### config.mk
export PLATFORM = sky130hd
export DESIGN_NAME = nasti_slave_arbiter
export DESIGN_NICKNAME = d
export VERILOG_FILES = /design/src/rtl/nasti_arb_pkg.sv /design/src/rtl/nasti_arb_wfifo.sv /design/src/rtl/nasti_slave_arbiter.sv
export SDC_FILE = /design/constraint.sdc
export NUM_CORES = 1
export LEC_CHECK = 0
export BUFFER_PORTS_ARGS = -buffer_cell sky130_fd_sc_hd__clkbuf_2
export CAP_MARGIN = 40
export CORE_AREA = 5 5 293 295
export CTS_BUF_LIST = sky130_fd_sc_hd__clkbuf_16
export DETAILED_ROUTE_END_ITERATION = 6
export DIE_AREA = 0 0 298 300
export PLACE_DENSITY = 0.31
export SYNTH_ARGS = -nofsm -noshare
export SYNTH_HDL_FRONTEND = slang
export SYNTH_SLANG_ARGS = --single-unit
### constraint.sdc
create_clock -name clk -period 2.4 [get_ports clk]
set_input_delay 0.12 -clock clk [delete_from_list [all_inputs] [get_ports clk]]
set_output_delay 0.12 -clock clk [all_outputs]
set_load 0.05 [all_outputs]
### src/rtl/nasti_arb_pkg.sv
// Shared defaults and types for the two-requester NASTI slave-port arbiter.
package nasti_arb_pkg;
  localparam int unsigned NASTI_ADDR_W = 32;
  localparam int unsigned NASTI_DATA_W = 64;
  localparam int unsigned NASTI_ID_W   = 5;
  localparam int unsigned SID_W        = NASTI_ID_W + 1;

  typedef logic req_idx_t;

  typedef enum logic [1:0] {
    NASTI_RESP_OKAY   = 2'b00,
    NASTI_RESP_SLVERR = 2'b10
  } nasti_resp_e;

  typedef enum logic {
    ARB_IDLE   = 1'b0,
    ARB_LOCKED = 1'b1
  } arb_state_e;
endpackage

### src/rtl/nasti_arb_wfifo.sv
// W routing FIFO: holds the requester index of each accepted AW burst, in
// grant order, until that burst's last W beat leaves.
module nasti_arb_wfifo
  import nasti_arb_pkg::*;
#(
  parameter int unsigned DEPTH = 4
) (
  input  logic     clk,
  input  logic     reset,
  input  logic     push,
  input  req_idx_t push_data,
  input  logic     pop,
  output req_idx_t head,
  output logic     empty,
  output logic     full
);
  localparam int unsigned PW = $clog2(DEPTH);
  localparam logic [PW:0] FULL_COUNT = DEPTH[PW:0];

  req_idx_t      mem [DEPTH];
  logic [PW-1:0] wr_ptr;
  logic [PW-1:0] rd_ptr;
  logic [PW:0]   count;
  logic          do_push;
  logic          do_pop;

  assign empty   = (count == '0);
  assign full    = (count == FULL_COUNT);
  assign head    = mem[rd_ptr];
  assign do_push = push && !full;
  assign do_pop  = pop && !empty;

  always_ff @(posedge clk) begin
    if (reset) begin
      wr_ptr <= '0;
      rd_ptr <= '0;
      count  <= '0;
    end else begin
      if (do_push) wr_ptr <= wr_ptr + 1'b1;
      if (do_pop)  rd_ptr <= rd_ptr + 1'b1;
      case ({do_push, do_pop})
        2'b10:   count <= count + 1'b1;
        2'b01:   count <= count - 1'b1;
        default: count <= count;
      endcase
    end
  end

  always_ff @(posedge clk) begin
    if (do_push) mem[wr_ptr] <= push_data;
  end
endmodule

### src/rtl/nasti_slave_arbiter.sv
// Shares one NASTI slave port between two requesters: round-robin AR/AW,
// W routed in AW grant order, R/B steered back by a prepended ID bit.
module nasti_slave_arbiter
  import nasti_arb_pkg::*;
#(
  parameter int unsigned ADDR_W   = NASTI_ADDR_W,
  parameter int unsigned DATA_W   = NASTI_DATA_W,
  parameter int unsigned ID_W     = NASTI_ID_W,
  parameter int unsigned WQ_DEPTH = 4
) (
  input  logic              clk,
  input  logic              reset,
  // requester 0
  input  logic              m0_ar_valid,
  output logic              m0_ar_ready,
  input  logic [ADDR_W-1:0] m0_ar_addr,
  input  logic [ID_W-1:0]   m0_ar_id,
  input  logic [7:0]        m0_ar_len,
  input  logic [2:0]        m0_ar_size,
  input  logic              m0_aw_valid,
  output logic              m0_aw_ready,
  input  logic [ADDR_W-1:0] m0_aw_addr,
  input  logic [ID_W-1:0]   m0_aw_id,
  input  logic [7:0]        m0_aw_len,
  input  logic [2:0]        m0_aw_size,
  input  logic              m0_w_valid,
  output logic              m0_w_ready,
  input  logic [DATA_W-1:0] m0_w_data,
  input  logic              m0_w_last,
  output logic              m0_b_valid,
  input  logic              m0_b_ready,
  output logic [ID_W-1:0]   m0_b_id,
  output logic [1:0]        m0_b_resp,
  output logic              m0_r_valid,
  input  logic              m0_r_ready,
  output logic [DATA_W-1:0] m0_r_data,
  output logic [ID_W-1:0]   m0_r_id,
  output logic [1:0]        m0_r_resp,
  output logic              m0_r_last,
  // requester 1
  input  logic              m1_ar_valid,
  output logic              m1_ar_ready,
  input  logic [ADDR_W-1:0] m1_ar_addr,
  input  logic [ID_W-1:0]   m1_ar_id,
  input  logic [7:0]        m1_ar_len,
  input  logic [2:0]        m1_ar_size,
  input  logic              m1_aw_valid,
  output logic              m1_aw_ready,
  input  logic [ADDR_W-1:0] m1_aw_addr,
  input  logic [ID_W-1:0]   m1_aw_id,
  input  logic [7:0]        m1_aw_len,
  input  logic [2:0]        m1_aw_size,
  input  logic              m1_w_valid,
  output logic              m1_w_ready,
  input  logic [DATA_W-1:0] m1_w_data,
  input  logic              m1_w_last,
  output logic              m1_b_valid,
  input  logic              m1_b_ready,
  output logic [ID_W-1:0]   m1_b_id,
  output logic [1:0]        m1_b_resp,
  output logic              m1_r_valid,
  input  logic              m1_r_ready,
  output logic [DATA_W-1:0] m1_r_data,
  output logic [ID_W-1:0]   m1_r_id,
  output logic [1:0]        m1_r_resp,
  output logic              m1_r_last,
  // downstream slave
  output logic              s_ar_valid,
  input  logic              s_ar_ready,
  output logic [ADDR_W-1:0] s_ar_addr,
  output logic [ID_W:0]     s_ar_id,
  output logic [7:0]        s_ar_len,
  output logic [2:0]        s_ar_size,
  output logic              s_aw_valid,
  input  logic              s_aw_ready,
  output logic [ADDR_W-1:0] s_aw_addr,
  output logic [ID_W:0]     s_aw_id,
  output logic [7:0]        s_aw_len,
  output logic [2:0]        s_aw_size,
  output logic              s_w_valid,
  input  logic              s_w_ready,
  output logic [DATA_W-1:0] s_w_data,
  output logic              s_w_last,
  input  logic              s_b_valid,
  output logic              s_b_ready,
  input  logic [ID_W:0]     s_b_id,
  input  logic [1:0]        s_b_resp,
  input  logic              s_r_valid,
  output logic              s_r_ready,
  input  logic [DATA_W-1:0] s_r_data,
  input  logic [ID_W:0]     s_r_id,
  input  logic [1:0]        s_r_resp,
  input  logic              s_r_last
);
  arb_state_e ar_state, aw_state;
  req_idx_t   ar_ptr, aw_ptr;
  req_idx_t   ar_grant_q, aw_grant_q;
  req_idx_t   ar_grant, aw_grant;
  logic       ar_hs, aw_hs;
  logic       wq_full, wq_empty, w_pop;
  req_idx_t   w_head;
  req_idx_t   r_sel, b_sel;

  // Idle: the pointed-to requester wins if valid, otherwise the other one.
  // Locked: the registered grant holds until the downstream handshake.
  always_comb begin
    ar_grant = ar_grant_q;
    if (ar_state == ARB_IDLE) ar_grant = ar_ptr ? m1_ar_valid : !m0_ar_valid;
  end

  always_comb begin
    aw_grant = aw_grant_q;
    if (aw_state == ARB_IDLE) aw_grant = aw_ptr ? m1_aw_valid : !m0_aw_valid;
  end

  assign s_ar_valid  = m0_ar_valid || m1_ar_valid;
  assign s_ar_addr   = ar_grant ? m1_ar_addr : m0_ar_addr;
  assign s_ar_id     = {ar_grant, ar_grant ? m1_ar_id : m0_ar_id};
  assign s_ar_len    = ar_grant ? m1_ar_len : m0_ar_len;
  assign s_ar_size   = ar_grant ? m1_ar_size : m0_ar_size;
  assign m0_ar_ready = s_ar_ready && !ar_grant;
  assign m1_ar_ready = s_ar_ready && ar_grant;
  assign ar_hs       = s_ar_valid && s_ar_ready;

  // AW stalls while the W routing FIFO cannot record another burst.
  assign s_aw_valid  = (m0_aw_valid || m1_aw_valid) && !wq_full;
  assign s_aw_addr   = aw_grant ? m1_aw_addr : m0_aw_addr;
  assign s_aw_id     = {aw_grant, aw_grant ? m1_aw_id : m0_aw_id};
  assign s_aw_len    = aw_grant ? m1_aw_len : m0_aw_len;
  assign s_aw_size   = aw_grant ? m1_aw_size : m0_aw_size;
  assign m0_aw_ready = s_aw_ready && !wq_full && !aw_grant;
  assign m1_aw_ready = s_aw_ready && !wq_full && aw_grant;
  assign aw_hs       = s_aw_valid && s_aw_ready;

  always_ff @(posedge clk) begin
    if (reset) begin
      ar_state   <= ARB_IDLE;
      ar_ptr     <= '0;
      ar_grant_q <= '0;
    end else if (ar_hs) begin
      ar_state <= ARB_IDLE;
      ar_ptr   <= ~ar_grant;
    end else if (s_ar_valid) begin
      ar_state   <= ARB_LOCKED;
      ar_grant_q <= ar_grant;
    end
  end

  always_ff @(posedge clk) begin
    if (reset) begin
      aw_state   <= ARB_IDLE;
      aw_ptr     <= '0;
      aw_grant_q <= '0;
    end else if (aw_hs) begin
      aw_state <= ARB_IDLE;
      aw_ptr   <= ~aw_grant;
    end else if (s_aw_valid) begin
      aw_state   <= ARB_LOCKED;
      aw_grant_q <= aw_grant;
    end
  end

  nasti_arb_wfifo #(
    .DEPTH (WQ_DEPTH)
  ) u_wfifo (
    .clk       (clk),
    .reset     (reset),
    .push      (aw_hs),
    .push_data (aw_grant),
    .pop       (w_pop),
    .head      (w_head),
    .empty     (wq_empty),
    .full      (wq_full)
  );

  assign s_w_valid  = !wq_empty && (w_head ? m1_w_valid : m0_w_valid);
  assign s_w_data   = w_head ? m1_w_data : m0_w_data;
  assign s_w_last   = w_head ? m1_w_last : m0_w_last;
  assign m0_w_ready = s_w_ready && !wq_empty && !w_head;
  assign m1_w_ready = s_w_ready && !wq_empty && w_head;
  assign w_pop      = s_w_valid && s_w_ready && s_w_last;

  assign r_sel      = s_r_id[ID_W];
  assign m0_r_valid = s_r_valid && !r_sel;
  assign m1_r_valid = s_r_valid && r_sel;
  assign s_r_ready  = r_sel ? m1_r_ready : m0_r_ready;
  assign m0_r_data  = s_r_data;
  assign m1_r_data  = s_r_data;
  assign m0_r_id    = s_r_id[ID_W-1:0];
  assign m1_r_id    = s_r_id[ID_W-1:0];
  assign m0_r_resp  = s_r_resp;
  assign m1_r_resp  = s_r_resp;
  assign m0_r_last  = s_r_last;
  assign m1_r_last  = s_r_last;

  assign b_sel      = s_b_id[ID_W];
  assign m0_b_valid = s_b_valid && !b_sel;
  assign m1_b_valid = s_b_valid && b_sel;
  assign s_b_ready  = b_sel ? m1_b_ready : m0_b_ready;
  assign m0_b_id    = s_b_id[ID_W-1:0];
  assign m1_b_id    = s_b_id[ID_W-1:0];
  assign m0_b_resp  = s_b_resp;
  assign m1_b_resp  = s_b_resp;
endmodule

==> summary.md <==
| Metric | Value |
|---|---|
| Data required time at the worst endpoint | 2580 ps |
| Detailed Route WL | 32.28 mm |
| Critical path launch point type | flip-flop |
| Initial antenna violation count | 27 |
| Violated checks | setup timing |
| Worst Slack Setup Final | -200.9 ps |
| TritonCTS clock tree | yes |
| Half-perimeter wire length after detailed placement | 30.20 mm |
| Transition time at the pin with the least slew margin | 483.5 ps |
| Global-route layer with the greatest usage | met2 |
| Arrival time of the worst setup path | 2780 ps |
| Slew Limit Fails | 0 |
| Worst setup skew after layout | 2.920 ps |
| Number of global-route vias before repair | 5217 |
| Area added between synthesis and finish | 81.48% |
| Power per Cell Area | 496.4 nW/um^2 |
| Clock buffer depth | 2 |
| Length of the first detailed-routing pass in iterations | 4 |
| Most common cell after layout, fill and taps aside | sky130_fd_sc_hd__clkbuf_2 |
| DRC Markers | 0 |
| M2 GR Usage | 12.15% |
| Final hold violations | 0 |
| Clock transition at the registers of the reported paths | 60 ps |
| Die outline height | 300 um |
| Hold-critical path depth | 3 |
| Number of top-level design ports | 756 |
| Chip width | 298 um |
| Final std cells w/o fill | 1891 |
| Switching Share | 56.71% |
| Clock sink total | 19 |
| Fraction of final layout cells sized beyond drive strength 1 | 88.71% |
| DRT antenna net count | 0 |
| TritonCTS buffer count | 3 |
| Number of synthesized register bits | 19 |
| Number of input and output port buffers inserted | 518 |
| Final non-filler cell area | 7538 um^2 |
| Via count | 4612 |
| Maxcap violations | 0 |
| Post-Synthesis Mean Instance Area | 9.231 um^2 |
| Cell count after placement | 1881 |
| Largest fanout on the critical path | 2 |
| Worst R2R Setup Slack | -200 ps |
| Critical Path Sink Type | flip-flop |
| Number of distinct standard cells referenced by the synthesized netlist | 31 |
| Source of the worst register-to-register timing path | u_wfifo.mem[0]$_DFFE_PP_ |
| Area of the placeable core | 82890 um^2 |
| Worst-case headroom to the max-slew limit | 67.77% |
| Worst min path class | input pin to flip-flop |
| Final-report setup violation count | 56 |
| Share of the clock period used by the worst path | 108.4% |
| Final hold slack | 192.3 ps |
| Clock root buffer | sky130_fd_sc_hd__clkbuf_16 |
| Type of the setup path with the least slack | flip-flop to flip-flop |
| Cell area after placement | 7423 um^2 |
| Die footprint | 89400 um^2 |
| Global placement routability congestion | 0.8627 |
| Sequential cell area fraction in the yosys report | 10.12% |
| Largest stage delay on the critical path | 620 ps |
| Share of power burned in registers | 9.9% |
| Leak pwr | 3.473 nW |
| Maximum clock frequency | 384.5 MHz |
| Met1 routing resource usage after global routing | 6.822% |
| HP Start | s_aw_ready |
| RSZ-0062 raised after global routing | true |
| Number of cells on the worst reg-to-reg path | 9 |
| Hold buffer count at cts | 0 |
| Cell count after synthesis | 450 |
| Violation count after the first detailed-routing iteration | 121 |
| Starting density of the core | 5.011% |
| Time the final worst path needs with I/O delays and setup | 2601 ps |
| Net Sw Power | 0.002122 W |
| Portion of total power attributed to the clock network | 9.5% |
| Filler cell count in the final layout | 9686 |
| Number of nets produced by synthesis | 876 |
| Internal power | 0.001620 W |
| Critical path, cell by cell | mux4_4, mux2_4, nor2_4, ha_4, inv_2, fa_2, xor2_1, or3_1, a21oi_1 |
| Endpoint of the worst register-to-register path | u_wfifo.count[2]$_SDFFE_PP0P_ |
| Total number of placement rows | 106 |
| Post-synthesis instance area | 4154 um^2 |
| Overall power of the completed layout | 0.003742 W |
| Outcome | finished with violations |
| Gate power share | 80.6% |
| Pin count of the biggest net entering global routing | 54 |
| Clock latency reported for the late side of the worst-skew pair | 260 ps |
| Number of warnings reported in the yosys synthesis log | 0 |
| All-layer global routing usage | 6.744% |
| Cell with the biggest individual delay on the critical path | sky130_fd_sc_hd__mux4_4 |
| Maximum ir drop on the vdd rail | 0.2641 mV |
| Clock H-tree levels | 1 |
| Nets | 1233 |
| Commonest non-fill, non-tap cells in the layout | sky130_fd_sc_hd__clkbuf_2 (482), sky130_fd_sc_hd__mux2_2 (167), sky130_fd_sc_hd__buf_12 (33), sky130_fd_sc_hd__nor2_1 (16), sky130_fd_sc_hd__dfxtp_1 (14) |
| First-pass GRT wire length | 41.70 mm |
| Met3 Track Usage GR | 3.480% |
| Via density | 2.439 |
| Endpoint of the worst hold-timing path | aw_grant_q$_SDFFE_PP0P_ |
| Detail-routed net length per standard cell | 17.07 um |
| GR Overflow Total | 0 |
-- timing repair --
item / in CTS / in global routing
pin swaps: 1 / 0
gates resized for setup: 5 / 3
endpoints found under the setup margin: 56 / 57
setup buffers: 1 / 0
-- metrics by stage --
step / setup TNS (ps) / worst slack [ps] / util (%)
4_1_cts: -6515 / -212.8 / 9.075
3_5_place_dp: -299.3 / -228.0 / 8.955
5_1_grt: -9817 / -313.3 / 9.088
6_report: -4031 / -200.9 / 9.094
2_1_floorplan: -120.5 / -120.5 / -
3_3_place_gp: -273.1 / -211.2 / 8.955
-- worst max path at each step --
stage	startpoint	end	slack, ps
after floorplan	flip-flop	u_wfifo.count[2]$_SDFFE_PP0P_	-120
final	u_wfifo.mem[0]$_DFFE_PP_	u_wfifo.count[2]$_SDFFE_PP0P_	-200
after global placement	flip-flop	u_wfifo.count[2]$_SDFFE_PP0P_	-210
after detailed placement	u_wfifo.mem[0]$_DFFE_PP_	u_wfifo.count[2]$_SDFFE_PP0P_	-230
after global routing	u_wfifo.mem[0]$_DFFE_PP_	u_wfifo.count[2]$_SDFFE_PP0P_	-310
after CTS	u_wfifo.mem[0]$_DFFE_PP_	u_wfifo.count[2]$_SDFFE_PP0P_	-210
-- per-layer routing --
metal  up-vias  share of wire (%)
li1       2086                  -
met1      1944                 35
met2       488                 50
met3        74                 13
met4        20                2.1
met5         -               0.39
-- Yosys cell counts --
master / number / area, um^2
sky130_fd_sc_hd__edfxtp_1: 4 / 120.1
sky130_fd_sc_hd__o21a_1: 1 / 7.510
sky130_fd_sc_hd__nor3_1: 3 / 15.01
sky130_fd_sc_hd__mux2i_1: 3 / 30.03
sky130_fd_sc_hd__a21oi_1: 4 / 20.02
sky130_fd_sc_hd__nor3b_1: 1 / 7.510
sky130_fd_sc_hd__or2_2: 1 / 6.260
sky130_fd_sc_hd__mux2_4: 1 / 15.01
sky130_fd_sc_hd__and2_1: 7 / 43.79
sky130_fd_sc_hd__nor2b_1: 11 / 68.82
sky130_fd_sc_hd__mux4_2: 1 / 22.52
sky130_fd_sc_hd__o21ai_0: 3 / 15.01
sky130_fd_sc_hd__nand2_1: 7 / 26.28
sky130_fd_sc_hd__clkbuf_1: 3 / 11.26
sky130_fd_sc_hd__or3_1: 1 / 6.260
sky130_fd_sc_hd__o31ai_2: 2 / 25.02
sky130_fd_sc_hd__buf_4: 160 / 1201
sky130_fd_sc_hd__nand2b_1: 1 / 6.260
sky130_fd_sc_hd__mux2_2: 167 / 1881
sky130_fd_sc_hd__nor2_4: 1 / 11.26
sky130_fd_sc_hd__fa_1: 1 / 20.02
sky130_fd_sc_hd__nor2_1: 17 / 63.81
sky130_fd_sc_hd__nor3b_2: 1 / 12.51
sky130_fd_sc_hd__xnor2_1: 1 / 8.760
sky130_fd_sc_hd__inv_1: 8 / 30.03
sky130_fd_sc_hd__buf_2: 16 / 80.08
sky130_fd_sc_hd__ha_1: 5 / 62.56
sky130_fd_sc_hd__dfxtp_1: 15 / 300.3
sky130_fd_sc_hd__and3_1: 1 / 6.260
sky130_fd_sc_hd__a211oi_2: 1 / 12.51
sky130_fd_sc_hd__xor2_1: 2 / 17.52
-- worst max-delay path, delay by kind of cell (launching register included) --
kind                       cells  cell delay [ps]
AOI/OAI and AO/OA              1              130
xor gates and xnor gates       1              160
muxes                          2              960
adders and majority gates      2              460
and+or+nand+nor                2              420
buffers and inverters          1               30
DFF                            1              370
-- cell type report --
cell class,instances,area (um^2),share of cell area [%]
diodes,5,12.51,0.1660
clock buffers,3,75.07,0.9959
clock inverters,1,5.005,0.06639
inverters,8,30.03,0.3983
multi-input cells,244,2449,32.48
flip-flops and latches,19,421.7,5.593
well taps,1080,1351,17.93
repair buffers,531,3194,42.37
-- logic make-up (layout without fill, tap and decap cells) --
group	count (synthesis)	in the layout	synth area share, %
xor gates and xnor gates	3	3	0.6326
other	0	5	0
DFF	19	19	10.12
AOI/OAI and AO/OA	11	11	1.928
buffers and inverters	187	543	31.84
muxes	172	172	46.90
and+or+nand+nor	52	52	6.597
adders and majority gates	6	6	1.988
-- power by group through the flow --
| stage | combinational (W) | sequential [W] | clock, W |
|---|---|---|---|
| detailed placement | 0.00308 | 0.000377 | 0 |
| global route | 0.00319 | 0.000373 | 0.000399 |
| global placement | 0.00308 | 0.000375 | 0 |
| CTS | 0.00310 | 0.000370 | 0.000381 |
| finish | 0.00302 | 0.000370 | 0.000356 |
| floorplan | 0.00265 | 0.000372 | 0 |
Note: power is estimated with default switching activity, not from simulation.
